## config.mk

```make
export PLATFORM = sky130hd
export DESIGN_NAME = t05_sd_block_reader
export DESIGN_NICKNAME = d
export VERILOG_FILES = /design/src/rtl/t05_sd_block_reader.sv
export SDC_FILE = /design/constraint.sdc
export NUM_CORES = 1
export LEC_CHECK = 0
export CAP_MARGIN = 20
export CORE_UTILIZATION = 25
export CTS_CLUSTER_DIAMETER = 120
export DETAILED_ROUTE_END_ITERATION = 7
export GPL_TIMING_DRIVEN = 0
export PLACE_DENSITY = 0.46
export SLEW_MARGIN = 25
export SYNTH_ARGS = -nofsm -noshare
export SYNTH_HDL_FRONTEND = slang
export SYNTH_SLANG_ARGS = --single-unit
```

## constraint.sdc

```tcl
create_clock -name clk -period 4.25 [get_ports clk]
set_clock_uncertainty 0.15 [all_clocks]
set_input_delay 0.85 -clock clk [delete_from_list [all_inputs] [get_ports clk]]
set_output_delay 0.85 -clock clk [all_outputs]
set_load 0.01 [all_outputs]
```

## src/rtl/t05_sd_block_reader.sv

```systemverilog
`default_nettype none
// ============================================================================
// Module   : t05_sd_block_reader
// Purpose  : Frames SD multi-block read byte streams into a FWFT payload FIFO.
// Revision : 1.0 - initial release
// ============================================================================
module t05_sd_block_reader #(
    parameter int         BLOCK_BYTES   = 512,
    parameter int         FIFO_DEPTH    = 8,
    parameter logic [7:0] TOKEN         = 8'hFE,
    parameter int         TOKEN_TIMEOUT = 255,
    parameter int         STOP_HOLD     = 64
) (
    input  logic        clk,
    input  logic        rst,
    input  logic        start,
    input  logic [15:0] num_blocks,
    input  logic [7:0]  byte_in,
    input  logic        byte_valid,
    output logic        read_en,
    output logic        read_stop,
    output logic [7:0]  data_out,
    output logic        data_valid,
    input  logic        data_ready,
    output logic        busy,
    output logic        done,
    output logic        error,
    output logic [15:0] block_count
);

    localparam int c_BC_W   = $clog2(BLOCK_BYTES);
    localparam int c_TO_W   = $clog2(TOKEN_TIMEOUT + 1);
    localparam int c_STOP_W = $clog2(STOP_HOLD + 1);
    localparam int c_AW     = $clog2(FIFO_DEPTH);
    localparam int c_CNT_W  = c_AW + 1;

    localparam logic [c_BC_W-1:0]   c_LAST_BYTE = c_BC_W'(BLOCK_BYTES - 1);
    localparam logic [c_TO_W-1:0]   c_TO_LAST   = c_TO_W'(TOKEN_TIMEOUT - 1);
    localparam logic [c_STOP_W-1:0] c_STOP_LAST = c_STOP_W'(STOP_HOLD - 1);
    localparam logic [c_CNT_W-1:0]  c_FULL      = c_CNT_W'(FIFO_DEPTH);
    localparam logic [c_CNT_W-1:0]  c_EN_MAX    = c_CNT_W'(FIFO_DEPTH - 2);

    typedef enum logic [2:0] {
        S_IDLE  = 3'd0,
        S_HUNT  = 3'd1,
        S_DATA  = 3'd2,
        S_CRC   = 3'd3,
        S_STOP  = 3'd4,
        S_DRAIN = 3'd5
    } state_t;

    state_t               r_state;
    logic [15:0]          r_num_blocks;
    logic [15:0]          r_block_count;
    logic [c_BC_W-1:0]    r_byte_cnt;
    logic [c_TO_W-1:0]    r_timeout_cnt;
    logic [c_STOP_W-1:0]  r_stop_cnt;
    logic                 r_crc_cnt;
    logic                 r_read_en;
    logic                 r_read_stop;
    logic                 r_done;
    logic                 r_error;

    logic [7:0]           r_mem [FIFO_DEPTH];
    logic [c_AW-1:0]      r_wr_ptr;
    logic [c_AW-1:0]      r_rd_ptr;
    logic [c_CNT_W-1:0]   r_count;

    logic                 w_push_req;
    logic                 w_push;
    logic                 w_pop;
    logic                 w_full;
    logic                 w_valid;
    logic                 w_overflow;
    logic [15:0]          w_bc_next;

    // A simultaneous pop frees the head slot, so a push into a full FIFO is still accepted.
    assign w_valid    = (r_count != '0);
    assign w_full     = (r_count == c_FULL);
    assign w_pop      = w_valid && data_ready;
    assign w_push_req = (r_state == S_DATA) && byte_valid;
    assign w_push     = w_push_req && (!w_full || w_pop);
    assign w_overflow = w_push_req && w_full && !w_pop;
    assign w_bc_next  = (r_block_count == 16'hFFFF) ? r_block_count : r_block_count + 16'd1;

    always_ff @(posedge clk) begin
        if (w_push) begin
            r_mem[r_wr_ptr] <= byte_in;
        end
    end

    always_ff @(posedge clk) begin
        if (rst) begin
            r_wr_ptr <= '0;
            r_rd_ptr <= '0;
            r_count  <= '0;
        end else begin
            if (w_push) r_wr_ptr <= r_wr_ptr + 1'b1;
            if (w_pop)  r_rd_ptr <= r_rd_ptr + 1'b1;
            case ({w_push, w_pop})
                2'b10:   r_count <= r_count + 1'b1;
                2'b01:   r_count <= r_count - 1'b1;
                default: r_count <= r_count;
            endcase
        end
    end

    always_ff @(posedge clk) begin
        if (rst) begin
            r_state       <= S_IDLE;
            r_num_blocks  <= '0;
            r_block_count <= '0;
            r_byte_cnt    <= '0;
            r_timeout_cnt <= '0;
            r_stop_cnt    <= '0;
            r_crc_cnt     <= 1'b0;
            r_read_en     <= 1'b0;
            r_read_stop   <= 1'b0;
            r_done        <= 1'b0;
            r_error       <= 1'b0;
        end else begin
            r_done    <= 1'b0;
            r_read_en <= ((r_state == S_HUNT) || (r_state == S_DATA) || (r_state == S_CRC))
                         && (r_count <= c_EN_MAX);
            case (r_state)
                S_IDLE: begin
                    if (start) begin
                        r_error <= 1'b0;
                        if (num_blocks != 16'd0) begin
                            r_num_blocks  <= num_blocks;
                            r_block_count <= '0;
                            r_byte_cnt    <= '0;
                            r_timeout_cnt <= '0;
                            r_state       <= S_HUNT;
                        end else begin
                            r_done <= 1'b1;
                        end
                    end
                end
                S_HUNT: begin
                    if (byte_valid) begin
                        if (byte_in == TOKEN) begin
                            r_byte_cnt <= '0;
                            r_state    <= S_DATA;
                        end else if (r_timeout_cnt == c_TO_LAST) begin
                            r_error     <= 1'b1;
                            r_read_stop <= 1'b1;
                            r_stop_cnt  <= '0;
                            r_state     <= S_STOP;
                        end else begin
                            r_timeout_cnt <= r_timeout_cnt + 1'b1;
                        end
                    end
                end
                S_DATA: begin
                    if (byte_valid) begin
                        if (r_byte_cnt == c_LAST_BYTE) begin
                            r_byte_cnt <= '0;
                            r_crc_cnt  <= 1'b0;
                            r_state    <= S_CRC;
                        end else begin
                            r_byte_cnt <= r_byte_cnt + 1'b1;
                        end
                    end
                end
                S_CRC: begin
                    if (byte_valid) begin
                        if (!r_crc_cnt) begin
                            r_crc_cnt <= 1'b1;
                        end else begin
                            r_block_count <= w_bc_next;
                            if (w_bc_next == r_num_blocks) begin
                                r_read_stop <= 1'b1;
                                r_stop_cnt  <= '0;
                                r_state     <= S_STOP;
                            end else begin
                                r_timeout_cnt <= '0;
                                r_state       <= S_HUNT;
                            end
                        end
                    end
                end
                S_STOP: begin
                    if (r_stop_cnt == c_STOP_LAST) begin
                        r_read_stop <= 1'b0;
                        r_state     <= S_DRAIN;
                    end else begin
                        r_stop_cnt <= r_stop_cnt + 1'b1;
                    end
                end
                S_DRAIN: begin
                    if (!w_valid) begin
                        r_done  <= 1'b1;
                        r_state <= S_IDLE;
                    end
                end
                default: r_state <= S_IDLE;
            endcase
            if (w_overflow) begin
                r_error <= 1'b1;
            end
        end
    end

    assign read_en     = r_read_en;
    assign read_stop   = r_read_stop;
    assign data_valid  = w_valid;
    assign data_out    = w_valid ? r_mem[r_rd_ptr] : 8'h00;
    assign busy        = (r_state != S_IDLE);
    assign done        = r_done;
    assign error       = r_error;
    assign block_count = r_block_count;

endmodule
`default_nettype wire

```

Word level (Yosys, flattened, before mapping)
Memory sizes are Yosys's and may differ from the RTL's. A register that Yosys moved wholly into a read port is not among the register bits.
Cells that the tools add are included.

word-level totals
  bits in registers = 74
  RAM bits = 64
  memory bits (read-only) = 0
  output and inout bits = 30
  word-level logic and storage cells = 158
  input port bits = 29
  memories kept = 1
  latch bits = 0

operators by class
  mux-type cells = 68
  $lt $le $gt $ge = 1
  bitwise logic cells = 0
  div/mod/pow operators = 0
  reduce and logical (&&, ||, !) cells = 31
  shift-type cells = 0
  equality and inequality tests = 35
  multipliers = 0
  add/subtract/negate cells = 8

memory list
  memory  words  bits a word  rd ports  clocked after memory_dff  write ports  line  text
  r_mem   8      8            1         1                         1            64    logic [7:0] r_mem [FIFO_DEPTH];

operators with widths
  operator                                                         count
  16-bit 2-to-1 mux                                                5
  8-bit 2-to-1 mux                                                 9
  9-bit 2-to-1 mux                                                 6
  7-bit 2-to-1 mux                                                 7
  3-bit 2-to-1 mux                                                 14
  16-bit case mux with 2 select lines                              1
  9-bit case mux with 3 select lines                               1
  2-bit inequality test, second input constant                     12
  8-bit case mux with 3 select lines                               1
  7-bit case mux with 3 select lines                               1
  3-bit case mux with 6 select lines                               1
  1-bit 2-to-1 mux                                                 17
  16-bit by 1-bit adder with 16-bit output, second input constant  1
  16-bit == test                                                   1
  16-bit == test, second input constant                            1
  8-bit == test, second input constant                             2
  8-bit AND reduction                                              2
  16-bit nonzero test                                              1
  3-bit nonzero test                                               5
  10-bit AND reduction                                             1
  5-bit AND reduction                                              2
  9-bit by 1-bit adder with 9-bit output, second input constant    1
  9-bit == test, second input constant                             1
  3-bit inequality test, second input constant                     3
  other kinds (29)                                                 47

Logic depth before layout (Yosys ltp)
Gate-level depths: netlist of the first run.

  depth in word-level cells = 7
  gate-level depth with buffers = 14
  gate-level depth less buffers = 14

Worst setup path after synthesis of the first run
Ideal clock, no wire load.

  kind = register -> register
  start = register r_block_count[0] (netlist: block_count[0])
  end = register r_timeout_cnt[0]
  path slack = 1220 ps
  cell stages (with the launch flop) = 11
  arrival = 2794 ps
  library setup time = 86 ps
  period minus slack after synthesis = 3030 ps
  cell sequence = dfxtp_1 ha_1 nand4_4 or4_1 buf_2 mux2i_1 o2111ai_1 nor4_2 and3_2 nand3_4 a221oi_2

on the way
  word-level cells in the longest chain between the ends = 5

ends and longest elaborated chain
  what                                                                        line  text
  start: declaration                                                          54    logic [15:0] r_block_count;
  start signal: assignment                                                    171   r_block_count <= w_bc_next;
  16-bit by 1-bit adder with 16-bit output or 16-bit == test (tied branches)  84    assign w_bc_next = (r_block_count == 16'hFFFF) ? r_block_count : r_block_count + 16'd1;
  16-bit 2-to-1 mux (*)                                                       84
  16-bit == test (*)                                                          172   if (w_bc_next == r_num_blocks) begin
  2-bit inequality test (no source line) (*)                                  --
  9-bit AND reduction (no source line) (*)                                    --
  end signal: assignment                                                      151   r_timeout_cnt <= r_timeout_cnt + 1'b1;
  end: declaration                                                            56    logic [c_TO_W-1:0] r_timeout_cnt;

Mark *: on every way between the ends. The rest lies on a longest branch, timed or not.
A chain may end at the register's enable or synchronous reset.

==> results.yml, run 1 <==
setup_path:
  cp_slowest_cell: "dfxtp_1"
  path_cells: "clkdlybuf4s18_2, mux4_2, mux2i_1, nor2_1, clkdlybuf4s50_1"
  cp.arrival_ps: 3000
  startpoint_type: "flop"
  crit_required_ps: 3250
  end_kind: "output port"
  worstPathMaxFanout: 10
  criticalPathCategory: "reg2out"
  reg2regPathDepth: 10
  crit_path_max_incr_delay_ps: 650
grt:
  grtUsageMet2_pct: 21.6
  antenna_found_initial: 0
  met3_usage_pct: 2.48
  first_global_vias: 5337
  met1_usage_pct: 19.8
  grt_max_degree: 17
  grt.overflow.total: 0
  grt_pass1_wl_mm: 30.5
  grt.busiest_layer: "met2"
  grt_use_total_pct: 14.1
sta:
  fmax_mhz: 250
  hold_violations: 0
  period_share_pct: 94.2
  worst_slack_ps: 246
  timing.hold.ws_ps: 297
  rsz0062_at_grt: "false"
  drv_slew: 0
  worst_pin_slew_ps: 990
  setup_viol: 0
  slew_headroom_pct: 33.8
  layout_min_cycle_time_ps: 4000
job:
  max_cap_violations: 0
outcome:
  status: "finished, final reports clean"
floorplanning:
  dieWidth_um: 169
  die_h_um: 169
  start_util_pct: 25.7
  num_rows: 60
  fp.dieArea_mm2: 0.0285
  core_mm2: 0.0271
  pin_count: 59
detailed_routing:
  ant_nets: 0
  drc: 0
  drt-vias-per-instance: 4.83
  wl_per_cell_um: 16.8
  vias: 5538
  drt-pass1-iter-count: 5
  wl_mm: 19.3
  drt_iter0_markers: 293
cells_and_area:
  drive_gt1_share_pct: 11.1
  fillers: 2820
  multi_input_area_mm2: 0.00330
  final_cell_mix: "95 x nor2_1, 77 x dfxtp_1, 64 x edfxtp_1, 58 x clkdlybuf4s50_1, 42 x a21oi_1"
  seq_area_mm2: 0.00346
  diodes: 0
  final_common_cell: "nor2_1"
  syn_to_final_growth_pct: 24.2
  final_util_pct: 31.9
  final_nets: 802
power_and_ir_drop:
  pwr-share-seq_pct: 44.5
  p_sw_share_pct: 26.4
  finalPower_mw: 3.30
  clock_power_share_pct: 44.6
  intPower_mw: 2.43
  powerDensity_mw_per_mm2: 382
  power_frac_comb_pct: 10.9
  leakagePower_nw: 2.86
  irDropWorstVdd_v: 0.000233
  p_sw_mw: 0.869
synthesis:
  synth-edff-count: 64
  ys_types: 66
  synth.cell_area_mm2: 0.00695
  synth_ff_type: "dfxtp_1"
  yosys_warnings: 0
  async_flop_share_pct: 0
  synth_fp_nets: 721
  ys_seq_elements: 141
  syn_inst: 681
  avgSynthCellArea_um2: 10.2
  seq_area_frac_synth_pct: 49.8
clock_network:
  htreeDepth: 4
  cts_setup_buffers: 0
  worstSkewPairLatency_ps: 430
  cts_hold_buf: 0
  tritoncts: "yes"
  cts_root_buf: "clkbuf_16"
  cts_max_path_buffers: 2
  cts_made_buffers: 17
  clk_pin_slew_ps: 60
  clkSinkCount: 141
place:
  io_buffers: 58
  dpl.hpwl_mm: 13.8
  pre_cts_ws_ps: 173
  place.gp.congestion: 0.838
worst_hold_path:
  hold_depth: 2
  min_path_type: "reg2reg"
## per-layer routing
| layer | wire (um) | part of all wire, % | vias to the layer above |
|---|---|---|---|
| li1 | - | - | 2730 |
| met1 | 9470 | 49 | 2657 |
| met2 | 8740 | 45 | 128 |
| met3 | 733 | 3.8 | 23 |
| met4 | 310 | 1.6 | 0 |
| met5 | 0 | 0 | - |
## cells by family after synthesis
family | count (synthesis) | synth area share [%]
flops | 141 | 49.8
fa+ha+maj | 11 | 2.09
compound gates | 130 | 12.6
buf+inv | 54 | 3.17
mux | 43 | 9.09
xor+xnor | 25 | 3.15
simple gates | 277 | 20.1
## cells in the mapped netlist (14+ instances only)
cell type | count | area (um^2)
nor2_1 | 95 | 357
dfxtp_1 | 77 | 1540
edfxtp_1 | 64 | 1920
a21oi_1 | 42 | 210
nand2_1 | 40 | 150
nand3_1 | 30 | 150
mux2i_1 | 26 | 260
nor3_1 | 24 | 120
o21ai_0 | 19 | 95.1
clkbuf_1 | 18 | 67.6
mux4_2 | 16 | 360
nand4_1 | 16 | 100
inv_1 | 15 | 56.3
buf_2 | 14 | 70.1
## stage by stage
| stage | cell area [um^2] | std cells | TNS, ps |
|---|---|---|---|
| 4_1_cts | 8640 | 1147 | 0 |
| 3_5_place_dp | 8060 | 1116 | 0 |
| 3_3_place_gp | 8000 | 1111 | -3750 |
| 6_report | 8640 | 1147 | 0 |
| 5_1_grt | 8640 | 1147 | 0 |
| 2_1_floorplan | 6950 | 681 | 0 |
## final cells by class
class / instances / share of cell area [%]
flip-flops and latches: 141 / 40.1
multi-input cells: 486 / 38.2
repair buffers: 63 / 7.14
well taps: 372 / 5.39
clock buffers: 17 / 4.92
plain buffers: 38 / 1.93
clock inverters: 15 / 1.71
inverters: 15 / 0.652
## worst max-delay path, delay by kind of cell, from the launching register on
kind / cells / cell delay [ps]
buffers and inverters: 2 / 1060
muxes: 2 / 800
DFF: 1 / 650
and+or+nand+nor: 1 / 70
## final timing paths
path	slack [ps]	endpoint	start
worst min register to register	300	r_stop_cnt[6]$_SDFFE_PP0P_	r_stop_cnt[6]$_SDFFE_PP0P_
worst max register to register	430	r_timeout_cnt[3]$_SDFFE_PP0P_	block_count[0]$_SDFFE_PP0P_
worst min-delay path	300	r_stop_cnt[6]$_SDFFE_PP0P_	r_stop_cnt[6]$_SDFFE_PP0P_
worst max-delay path	250	data_out[6]	flop
## repair_timing
action                                  CTS  global route
resized for setup                         3             0
hold endpoints to repair                  0             0
endpoints found under the setup margin    8             0
## sequential cells by signal (all words and copies together), names as in the netlist, named ones only
register / flops
r_count: 4
r_mem: 64
r_rd_ptr: 3
r_wr_ptr: 3
done: 1
r_state: 3
r_byte_cnt: 9
read_stop: 1
r_num_blocks: 16
r_timeout_cnt: 8
r_stop_cnt: 7
read_en: 1
block_count: 16
r_crc_cnt: 1
error: 1
## power groups by stage
stage	logic [mW]	registers (mW)	clock network [mW]
6_report	0.358	1.47	1.47
5_1_grt	0.402	1.47	1.56
4_1_cts	0.364	1.47	1.51
3_5_place_dp	0.370	1.49	0
3_3_place_gp	0.370	1.49	0
2_1_floorplan	0.219	1.48	0
Power figures use the tool's default switching activity.
==> inputs of run 2 (changes only) <==
clock period = 5.2 ns   (was 4.25 ns; I/O delays follow)
==> results.yml, run 2 (synthesis results as in run 1) <==
place:
  placed_area_mm2: 0.00806
  place.gp.congestion: 0.838
  io_buffers: 58
  dpl.hpwl_mm: 13.8
setup_path:
  path_cells: "clkbuf_1, clkbuf_2, mux4_2, mux2i_1, nor2_1, clkdlybuf4s50_1"
  end_kind: "output port"
  critPathTopFamily: "buffers and inverters"
  worstPathMaxFanout: 10
  worst-r2r-setup-slack_ps: 1390
  cp.arrival_ps: 3080
  criticalPathCategory: "reg2out"
  reg2regPathDepth: 10
  crit_path_max_incr_delay_ps: 550
  r2r_start: "block_count[0]$_SDFFE_PP0P_"
  cp_slowest_cell: "mux4_2"
  cp.depth: 6
  crit_required_ps: 4010
  rr_endpoint: "r_timeout_cnt[3]$_SDFFE_PP0P_"
  startpoint_type: "flop"
  crit_end: "data_out[6]"
  critPathBufInv: 3
detailed_routing:
  wl_per_cell_um: 16.8
  ant_nets: 0
  met2_length_mm: 8.69
  vias: 5500
  top_layer: "met4"
  drc: 0
  wl_met1_mm: 9.59
  wl_mm: 19.3
  drt_iter0_markers: 312
  met3WireLength_um: 724
  drt-pass1-iter-count: 4
  drt-vias-per-instance: 4.79
clock_network:
  cts_setup_buffers: 0
  tritoncts: "yes"
  worstSkewPairLatency_ps: 430
  clk_pin_slew_ps: 60
  htreeDepth: 4
  cts_max_path_buffers: 2
  cts_hold_buf: 0
  clkSinkCount: 141
  cts_resized: 0
  cts_made_buffers: 17
  cts_root_buf: "clkbuf_16"
floorplanning:
  start_util_pct: 25.7
  num_rows: 60
  fp.dieArea_mm2: 0.0285
  pin_count: 59
  dieWidth_um: 169
  core_mm2: 0.0271
  die_h_um: 169
power_and_ir_drop:
  irDropWorstVdd_v: 0.000190
  leakagePower_nw: 2.87
  powerDensity_mw_per_mm2: 312
grt:
  grt_use_total_pct: 14.1
  grt.overflow.total: 0
  grt_max_degree: 17
  antenna_found_initial: 0
  grt_pass1_wl_mm: 30.5
  first_global_vias: 5342
sta:
  fin_setup_tns_ps: 0
  slew_headroom_pct: 34.8
  hold_violations: 0
  fmax_mhz: 234
  layout_min_cycle_time_ps: 4270
  timing.hold.ws_ps: 296
  setup_viol: 0
  drv_slew: 0
  worst_pin_slew_ps: 975
  rsz0062_at_grt: "false"
  period_share_pct: 82.2
cells_and_area:
  final_cell_mix: "95 x nor2_1, 77 x dfxtp_1, 64 x edfxtp_1, 58 x clkdlybuf4s50_1, 42 x a21oi_1"
  regMostFlops: "r_mem"
  final_area_mm2: 0.00864
  diodes: 0
  final_util_pct: 31.9
  final_nets: 803
  drive_gt1_share_pct: 11.1
  largest_reg_flops: 64
  syn_to_final_growth_pct: 24.2
  multi_input_area_mm2: 0.00330
  seq_area_mm2: 0.00346
  final_common_cell: "nor2_1"
  fillers: 2822
job:
  max_cap_violations: 0
outcome:
  status: "finished, final reports clean"
worst_hold_path:
  min_path_type: "reg2reg"
  hp-start: "r_stop_cnt[6]$_SDFFE_PP0P_"
[run 2: how the worst min path moves through the flow]
stage	endpoint	slack [ps]	cells after the start
4_1_cts	r_stop_cnt[6]$_SDFFE_PP0P_	300	2
5_1_grt	r_stop_cnt[6]$_SDFFE_PP0P_	320	2
3_5_place_dp	r_stop_cnt[6]$_SDFFE_PP0P_	290	2
2_1_floorplan	r_stop_cnt[6]$_SDFFE_PP0P_	270	2
3_3_place_gp	r_stop_cnt[6]$_SDFFE_PP0P_	280	2
6_report	r_stop_cnt[6]$_SDFFE_PP0P_	300	2
[run 2: metrics by stage]
step | setup WS (ps) | total power [mW] | instances
global placement | 290 | 1.52 | 1111
floorplan | 2030 | 1.39 | 681
detailed placement | 933 | 1.52 | 1116
global route | 654 | 2.81 | 1148
finish | 925 | 2.69 | 1148
CTS | 461 | 2.73 | 1148
[run 2: cell type report]
| cell class | instances | share of cell area (%) |
|---|---|---|
| tap | 372 | 5.39 |
| multi-input combinational | 486 | 38.2 |
| clock inverter | 15 | 1.71 |
| sequential | 141 | 40.1 |
| buffer | 39 | 1.91 |
| timing repair buffer | 63 | 7.14 |
| inverter | 15 | 0.652 |
| clock buffer | 17 | 4.93 |
[run 2: worst reg2reg max path: cells and delay by family, from the launching register on]
family	cells	cell delay (ps)
AO/OA/AOI/OAI	2	430
adder cells (fa/ha/maj)	1	410
buffers and inverters	1	210
flip-flops	1	510
multiplexers	1	360
AND/OR/NAND/NOR	5	1640
[run 2: power by group]
group | switching (mW) | total (mW) | internal (mW)
clock network | 0.527 | 1.20 | 0.674
logic | 0.165 | 0.299 | 0.134
registers | 0.0178 | 1.19 | 1.18
[run 2: metal layers]
| metal | GRT usage (%) | vias up |
|---|---|---|
| li1 | - | 2733 |
| met1 | 19.9 | 2620 |
| met2 | 21.5 | 124 |
| met3 | 2.48 | 23 |
| met4 | 5.14 | 0 |
| met5 | 0 | - |
